## src/rtl/wb_ram_arbiter.sv

```systemverilog
// Two-port Wishbone slave arbiter in front of a single-port synchronous RAM.
// Each transfer is IDLE -> SETUP -> READ -> ACK, with round-robin arbitration on contention.
module wb_ram_arbiter #(
  parameter int RAM_AW = 11
) (
  input  logic              clk_i,
  input  logic              rst_n_i,
  input  logic              m0_cyc_i,
  input  logic              m0_stb_i,
  input  logic              m0_we_i,
  input  logic [3:0]        m0_sel_i,
  input  logic [31:0]       m0_adr_i,
  input  logic [31:0]       m0_dat_i,
  output logic [31:0]       m0_dat_o,
  output logic              m0_ack_o,
  input  logic              m1_cyc_i,
  input  logic              m1_stb_i,
  input  logic              m1_we_i,
  input  logic [3:0]        m1_sel_i,
  input  logic [31:0]       m1_adr_i,
  input  logic [31:0]       m1_dat_i,
  output logic [31:0]       m1_dat_o,
  output logic              m1_ack_o,
  output logic [RAM_AW-1:0] ram_addr_o,
  output logic [31:0]       ram_data_o,
  output logic [3:0]        ram_byteena_o,
  output logic              ram_wren_o,
  input  logic [31:0]       ram_q_i
);

  typedef enum logic [1:0] {IDLE, SETUP, READ, ACK} state_t;

  state_t state, state_nx;
  logic   req0, req1, any_req;
  logic   grant, last_grant, grant_nx, grant_cyc;

  assign req0      = m0_cyc_i & m0_stb_i;
  assign req1      = m1_cyc_i & m1_stb_i;
  assign any_req   = req0 | req1;
  assign grant_cyc = grant ? m1_cyc_i : m0_cyc_i;

  // Byte-lane bits and bits above the RAM window alias away.
  logic unused_adr;
  assign unused_adr = ^{m0_adr_i[31:RAM_AW+2], m0_adr_i[1:0],
                        m1_adr_i[31:RAM_AW+2], m1_adr_i[1:0]};

  always_comb begin
    grant_nx = 1'b0;
    if (req0 && req1) grant_nx = ~last_grant;
    else if (req1)    grant_nx = 1'b1;
  end

  always_comb begin
    state_nx = state;
    case (state)
      IDLE:    if (any_req) state_nx = SETUP;
      SETUP:   state_nx = READ;
      READ:    state_nx = grant_cyc ? ACK : IDLE;
      ACK:     state_nx = IDLE;
      default: state_nx = IDLE;
    endcase
  end

  always_ff @(posedge clk_i or negedge rst_n_i) begin
    if (!rst_n_i) state <= IDLE;
    else          state <= state_nx;
  end

  always_ff @(posedge clk_i or negedge rst_n_i) begin
    if (!rst_n_i) begin
      grant         <= 1'b0;
      last_grant    <= 1'b1;
      ram_addr_o    <= '0;
      ram_data_o    <= '0;
      ram_byteena_o <= '0;
      ram_wren_o    <= 1'b0;
      m0_dat_o      <= '0;
      m1_dat_o      <= '0;
      m0_ack_o      <= 1'b0;
      m1_ack_o      <= 1'b0;
    end else begin
      ram_wren_o <= 1'b0;
      m0_ack_o   <= 1'b0;
      m1_ack_o   <= 1'b0;
      if (state == IDLE && any_req) begin
        grant      <= grant_nx;
        last_grant <= grant_nx;
        if (grant_nx) begin
          ram_addr_o    <= m1_adr_i[RAM_AW+1:2];
          ram_data_o    <= m1_dat_i;
          ram_byteena_o <= m1_sel_i;
          ram_wren_o    <= m1_we_i;
        end else begin
          ram_addr_o    <= m0_adr_i[RAM_AW+1:2];
          ram_data_o    <= m0_dat_i;
          ram_byteena_o <= m0_sel_i;
          ram_wren_o    <= m0_we_i;
        end
      end
      // RAM data is valid in READ; capture it for reads and writes alike.
      if (state == READ && grant_cyc) begin
        if (grant) begin
          m1_dat_o <= ram_q_i;
          m1_ack_o <= 1'b1;
        end else begin
          m0_dat_o <= ram_q_i;
          m0_ack_o <= 1'b1;
        end
      end
    end
  end

endmodule

```

## config.mk

```make
export PLATFORM = sky130hd
export DESIGN_NAME = wb_ram_arbiter
export DESIGN_NICKNAME = d
export VERILOG_FILES = /design/src/rtl/wb_ram_arbiter.sv
export SDC_FILE = /design/constraint.sdc
export NUM_CORES = 1
export LEC_CHECK = 0
export CORE_UTILIZATION = 40
export CTS_BUF_LIST = sky130_fd_sc_hd__clkbuf_16
export DETAILED_ROUTE_END_ITERATION = 6
export HOLD_SLACK_MARGIN = 0.15
export PLACE_DENSITY = 0.79
export SYNTH_ARGS = -nofsm -noshare
export SYNTH_HDL_FRONTEND = slang
export SYNTH_SLANG_ARGS = --single-unit
```

## constraint.sdc

```tcl
create_clock -name clk_i -period 2 [get_ports clk_i]
set_clock_uncertainty 0.1 [all_clocks]
set_input_delay 0.2 -clock clk_i [delete_from_list [all_inputs] [get_ports clk_i]]
set_output_delay 0.2 -clock clk_i [all_outputs]
set_load 0.01 [all_outputs]
```

==> key figures, run 1 <==
Run status
  • Status: completed

Synthesis
  • Post-Syn Instances: around 390
  • Top cells by area, synth: dfrtp_1 54%, mux2_2 12%, a2bb2oi_2 8.3%, a311oi_1 6.0%, o21ai_0 4.4%
  • Top FF cell, synth: dfrtp_1
  • Post-synth ARST share: 1.00
  • Average cell area after synthesis: 13.8 um2
  • Unique cell type count in the Yosys netlist: 28
  • Post-synthesis register bit count: roughly 120
  • Post-synth top cells: 117 x dfrtp_1, 60 x mux2_2, 48 x o21ai_0
  • Synthesized area: roughly 5400 um2
  • Yosys warns: 0
  • EDFF count, synth: 0
  • Leading area contributor after synthesis: dfrtp_1
  • Post-synth net total: ~570
  • Register area share after synthesis: 0.546
  • Most common cell in the synthesized netlist: dfrtp_1
  • Share of the synthesized area in the top cell type: 0.542

Hold path
  • Hold/Removal Path Class: in2reg
  • Hold Path Depth: 3
  • Hold path start: m0_sel_i[1]
  • Hold Path Sink: ram_byteena_o[1]

Placed design
  • Port bufs: approximately 250
  • Post-detail-place hpwl: around 11000 um
  • Final RePlAce weighted congestion: 0.761

Setup path
  • Cell count of the worst reg-to-reg path: 4
  • FF-to-FF Start: state[1]
  • CP required: ~2200 ps
  • Crit path from: state[1]
  • Crit path DAT: between 1500 and 2000 ps
  • Crit Path Max Fanout: 16
  • R2R setup slack: approximately 240 ps
  • CP startpoint kind: register
  • Critical path class: reg2reg
  • Endpoint class of the critical path: register
  • Worst R2R End: ram_data_o[12]

Run
  • Max-cap violation count: 0

Pwr
  • Seq pwr share: 0.329
  • PwrDens: around 1500 nW/um2
  • Clock Power Share: 0.210
  • Logic pwr share: 0.461
  • Sw frac: 0.316
  • Net switching power of the design: 4070 uW
  • Pleak: 0.00339 uW
  • Internal power: just under 9000 uW
  • Worst vdd ir: just over 0.7 mV

Timing
  • TNS Setup: 0 ps
  • Hold Violations, Final: 0
  • # setup viols final: 0
  • RSZ-0062 raised after global routing: no
  • Period utilization: 0.879
  • Slew headroom: 0.576
  • Fmax: 0.569 GHz
  • Slew Viols, Final: 0
  • Minimum clock period: 1760 ps
  • Worst-Margin Slew: 636 ps

Route
  • Post-Route WL: about 15000 um
  • Mean routed wirelength per cell: between 15 and 20 um
  • Vias per cell: ~5.4
  • DRC: 0
  • Routed Antenna Nets: 0
  • First-pass DRT Iterations: 4
  • Vias: roughly 4.5k
  • DR iter-0 viols: 237

GRT
  • Largest net degree at the start of global routing: about 120
  • First-pass GRT wire length: around 25000 um
  • Vias in the first global route: about 4.7k
  • Met1 GRT Util: 0.267
  • Most used routing layer: met2
  • Grt ovf: 0
  • Global routing met3 resource utilization: 0.0854
  • GRT met2 Usage: 0.374
  • Initial antenna violation count: 0
  • Total track usage: 0.229

CTS
  • Max clock buf depth: 2
  • TritonCTS clock tree: done
  • H-tree Lvls: 4
  • Post-CTS setup buffers: 0
  • Total clock buffers created by CTS: 17
  • Clock root buffer master: clkbuf_16
  • Skew-Pair Late Insertion Delay: approximately 400 ps
  • Clock Sinks: 118
  • Clk slew on worst S/H paths: about 60 ps

Final layout
  • Layout cells sized above 1: 0.246
  • Area Overhead vs Synth: 59.4%
  • Util after Layout: 0.653
  • Number of diodes: 0
  • Fin nets: 810
  • Fillers: 980

Floorplanning
  • Die Span X: ~120 um
  • Die height: ~120 um
  • I/O Pins: 290
  • Rows: 42
  • Die Area: between 10000 and 15000 um2
  • Starting Density: 0.410
  • Core area: 13200 um2
-- final cells by class --
| type | count | area (um2) | area share |
|---|---|---|---|
| flip-flops and latches | 118 | 2950 | 0.343 |
| repair buffers | 267 | 2720 | 0.316 |
| multi-input cells | 228 | 2180 | 0.253 |
| clock buffers | 17 | 425 | 0.0494 |
| well taps | 176 | 220 | 0.0256 |
| clock inverters | 15 | 105 | 0.0122 |
| inverters | 2 | 7.51 | 0.000871 |
-- cell usage in the layout, fill, tap and decap left out, types with 4 or more instances in the layout --
| cell type | netlist | final |
|---|---|---|
| clkdlybuf4s50_1 | 0 | 246 |
| a311oi_1 | 37 | 37 |
| clkinv_2 | 0 | 5 |
| buf_4 | 1 | 12 |
| buf_12 | 0 | 8 |
| mux2_1 | 5 | 5 |
| clkbuf_16 | 0 | 17 |
| o21ai_0 | 48 | 48 |
| a311oi_2 | 10 | 10 |
| nand2_1 | 4 | 4 |
| inv_6 | 0 | 5 |
| a2bb2oi_1 | 17 | 17 |
| dfrtp_1 | 117 | 117 |
| o21ai_1 | 5 | 5 |
| a2bb2oi_2 | 30 | 30 |
| mux2_2 | 60 | 60 |
-- cell families after synthesis --
| group | share of synthesized area |
|---|---|
| DFF | 0.546 |
| AOI/OAI and AO/OA | 0.251 |
| buffers and inverters | 0.0518 |
| muxes | 0.135 |
| and+or+nand+nor | 0.0155 |
-- how the worst max path moves through the flow --
stage,to,slack [ps],depth (start not counted)
CTS,ram_data_o[12],230,4
finish,ram_data_o[12],240,4
global route,ram_data_o[12],130,4
floorplan,ram_addr_o[0],500,5
detailed placement,ram_data_o[4],3,6
global placement,ram_data_o[3],20,6
-- layer usage --
layer / vias up / routed length, um
met4: 0 / 370
li1: 2009 / -
met1: 2179 / 6050
met2: 237 / 7400
met5: - / 0
met3: 29 / 1420
-- what timing repair did --
item | in CTS | in global routing
hold buffers | 1 | 0
endpoints found under the setup margin | 0 | 0
gates resized for setup | 0 | 0
endpoints found under the hold margin | 117 | 0
-- per-stage QoR --
step	instances	instance area, um2	hold slack (ps)	setup slack [ps]	total power, uW
floorplan	392	5410	-196	499	7100
detailed placement	790	8080	239	3.24	10300
CTS	823	8620	236	234	13000
finish	823	8620	255	243	12900
global placement	790	8080	241	17.0	10100
global route	823	8620	261	126	13600
-- power by group through the flow --
| stage | clock (uW) | combinational, uW | sequential, uW |
|---|---|---|---|
| floorplan | 0 | 2350 | 4750 |
| global placement | 0 | 5860 | 4200 |
| detailed placement | 0 | 5990 | 4280 |
| CTS | 2770 | 6010 | 4250 |
| global route | 2890 | 6300 | 4390 |
| finish | 2700 | 5940 | 4240 |
-- registers in the layout (all words and copies together), names as in the netlist --
| name | flops |
|---|---|
| grant | 1 |
| m1_dat_o | 32 |
| ram_addr_o | 11 |
| m0_dat_o | 32 |
| state | 2 |
| ram_wren_o | 1 |
| m0_ack_o | 1 |
| ram_byteena_o | 4 |
| ram_data_o | 32 |
| last_grant | 1 |
| m1_ack_o | 1 |
-- critical path, stage by stage (launching register included) --
cell and delay (ps):
dfrtp_1 380, or2_2 470, buf_4 260, a311oi_1 320, a2bb2oi_2 90
No activity file was read; power rests on OpenSTA's default activity.
==> run 2, diff against run 1 <==
--- a/config.mk
+++ b/config.mk
@@ -5,6 +5,7 @@
 export SDC_FILE = /design/constraint.sdc
 export NUM_CORES = 1
 export LEC_CHECK = 0
+export CORE_ASPECT_RATIO = 1.25
 export CORE_UTILIZATION = 40
 export CTS_BUF_LIST = sky130_fd_sc_hd__clkbuf_16
 export DETAILED_ROUTE_END_ITERATION = 6
==> key figures, run 2 (synthesis gave the netlist of run 1 again) <==
Timing
  • Slew Viols, Final: 0
  • Worst hold slack: 255 ps
  • Slew headroom: 0.695
  • Worst-Margin Slew: between 400 and 500 ps
  • Worst Slack Setup Final: 337 ps
  • Period utilization: 0.832
  • RSZ-0062 raised after global routing: no
  • Fmax: 0.601 GHz
  • Minimum clock period: between 1500 and 2000 ps
  • # setup viols final: 0
  • TNS Setup: 0 ps
  • Hold Violations, Final: 0

GRT
  • Grt ovf: 0
  • Initial antenna violation count: 1
  • Largest net degree at the start of global routing: 85
  • Total track usage: 0.227
  • First-pass GRT wire length: about 25000 um
  • Vias in the first global route: a little under 5k

Route
  • Routed Antenna Nets: 0
  • Vias: roughly 4.5k
  • Vias per cell: 5.50
  • Post-Route WL: 15500 um
  • Mean routed wirelength per cell: 19.0 um
  • DR iter-0 viols: approximately 170
  • First-pass DRT Iterations: 5
  • DRC: 0

Setup path
  • Cell count of the worst reg-to-reg path: 4
  • Crit path from: ram_data_o[23]
  • Setup crit end: ram_data_o[23]
  • CP required: 1700 ps
  • FF-to-FF Start: state[0]
  • Crit-path slowest cell: clkdlybuf4s50_1
  • Endpoint class of the critical path: primary output
  • CP startpoint kind: register
  • Levels on crit path: 1
  • R2R setup slack: about 360 ps
  • Worst R2R End: m0_dat_o[17]
  • Crit path cell chain: clkdlybuf4s50_1
  • Crit path largest cell delay: ~600 ps
  • Crit path DAT: roughly 1400 ps
  • Crit Path Max Fanout: 2
  • Crit path max-delay family: buffers and inverters
  • Worst path buffer plus inverter count: 1
  • Critical path class: reg2out

Placed design
  • Area after DPL: a little over 8000 um2
  • Post-detail-place hpwl: 11200 um
  • Place WS: approximately 140 ps
  • Port bufs: between 200 and 250
  • Final RePlAce weighted congestion: about 0.8

Final layout
  • Util after Layout: 0.657
  • Commonest cells after routing, fill and taps aside: 246 x clkdlybuf4s50_1, 117 x dfrtp_1, 60 x mux2_2
  • Layout cells sized above 1: 0.246
  • Area Overhead vs Synth: 60.9%
  • Number of diodes: 0
  • Fin area: between 8000 and 9000 um2
  • Commonest non-fill, non-tap cell in the layout: clkdlybuf4s50_1
  • Largest regs: m0_dat_o (32), m1_dat_o (32), ram_data_o (32)
  • Fin nets: between 800 and 900

CTS
  • TritonCTS clock tree: done
  • Clk slew on worst S/H paths: around 60 ps
  • Skew-Pair Late Insertion Delay: 410 ps
  • Clock root buffer master: clkbuf_16
  • H-tree Lvls: 4
  • Total clock buffers created by CTS: 17
  • Clock Sinks: 118
  • Max clock buf depth: 2

Floorplanning
  • Core area: around 13000 um2
  • Die Span X: between 100 and 150 um
  • Die Area: between 10000 and 15000 um2
  • Die height: roughly 130 um
  • Rows: 47
  • I/O Pins: just under 300
  • Starting Density: 0.409

Pwr
  • Pleak: about 0.0034 uW
  • Worst vdd ir: ~0.79 mV
  • PwrDens: between 1500 and 2000 nW/um2

Run status
  • Status: completed

Run
  • Max-cap violation count: 0

Hold path
  • Hold/Removal Path Class: in2async
[run 2: area by class of cell]
cell class / instances / area (um2)
Sequential cell: 118 / 2950
Clock buffer: 17 / 425
Fill cell: 966 / 4530
Timing Repair Buffer: 267 / 2740
Inverter: 2 / 7.51
Multi-Input combinational cell: 228 / 2180
Clock inverter: 15 / 179
Tap cell: 171 / 214
[run 2: stage by stage]
stage	total power (uW)	cells
2_1_floorplan	7100	392
3_3_place_gp	10100	785
3_5_place_dp	10300	785
4_1_cts	13400	818
5_1_grt	13900	818
6_report	13300	818
[run 2: how the worst min path moves through the flow]
stage / start / to / cells past startpoint
2_1_floorplan: rst_n_i / grant / 0
3_3_place_gp: rst_n_i / ram_data_o[3] / 2
3_5_place_dp: rst_n_i / ram_data_o[5] / 2
4_1_cts: m1_we_i / ram_wren_o / 3
5_1_grt: m0_dat_i[1] / ram_data_o[1] / 3
6_report: rst_n_i / ram_data_o[6] / 3
[run 2: per-layer routing]
layer / share of wire / wire (um) / vias to the layer above / GRT usage
met3: 0.082 / 1270 / 33 / 0.0692
met5: 0.00084 / 13 / - / 0
li1: - / - / 2008 / -
met4: 0.029 / 444 / 2 / 0.0926
met2: 0.49 / 7650 / 252 / 0.391
met1: 0.40 / 6150 / 2202 / 0.261
[run 2: power breakdown]
part | switching, uW | internal [uW]
Combinational | 2300 | 3630
Clock | 1120 | 1960
Sequential | 684 | 3570
Total | 4100 | 9170
[run 2: repair_timing]
action,in CTS,in global routing
hold buffers,1,0
hold endpoints to repair,118,0
setup buffers,0,0
gates resized for setup,0,0
[run 2: worst min-delay path, stage by stage]
cell	delay [ps]
dlygate4sd3_1	530
buf_4	120
buf_12	340
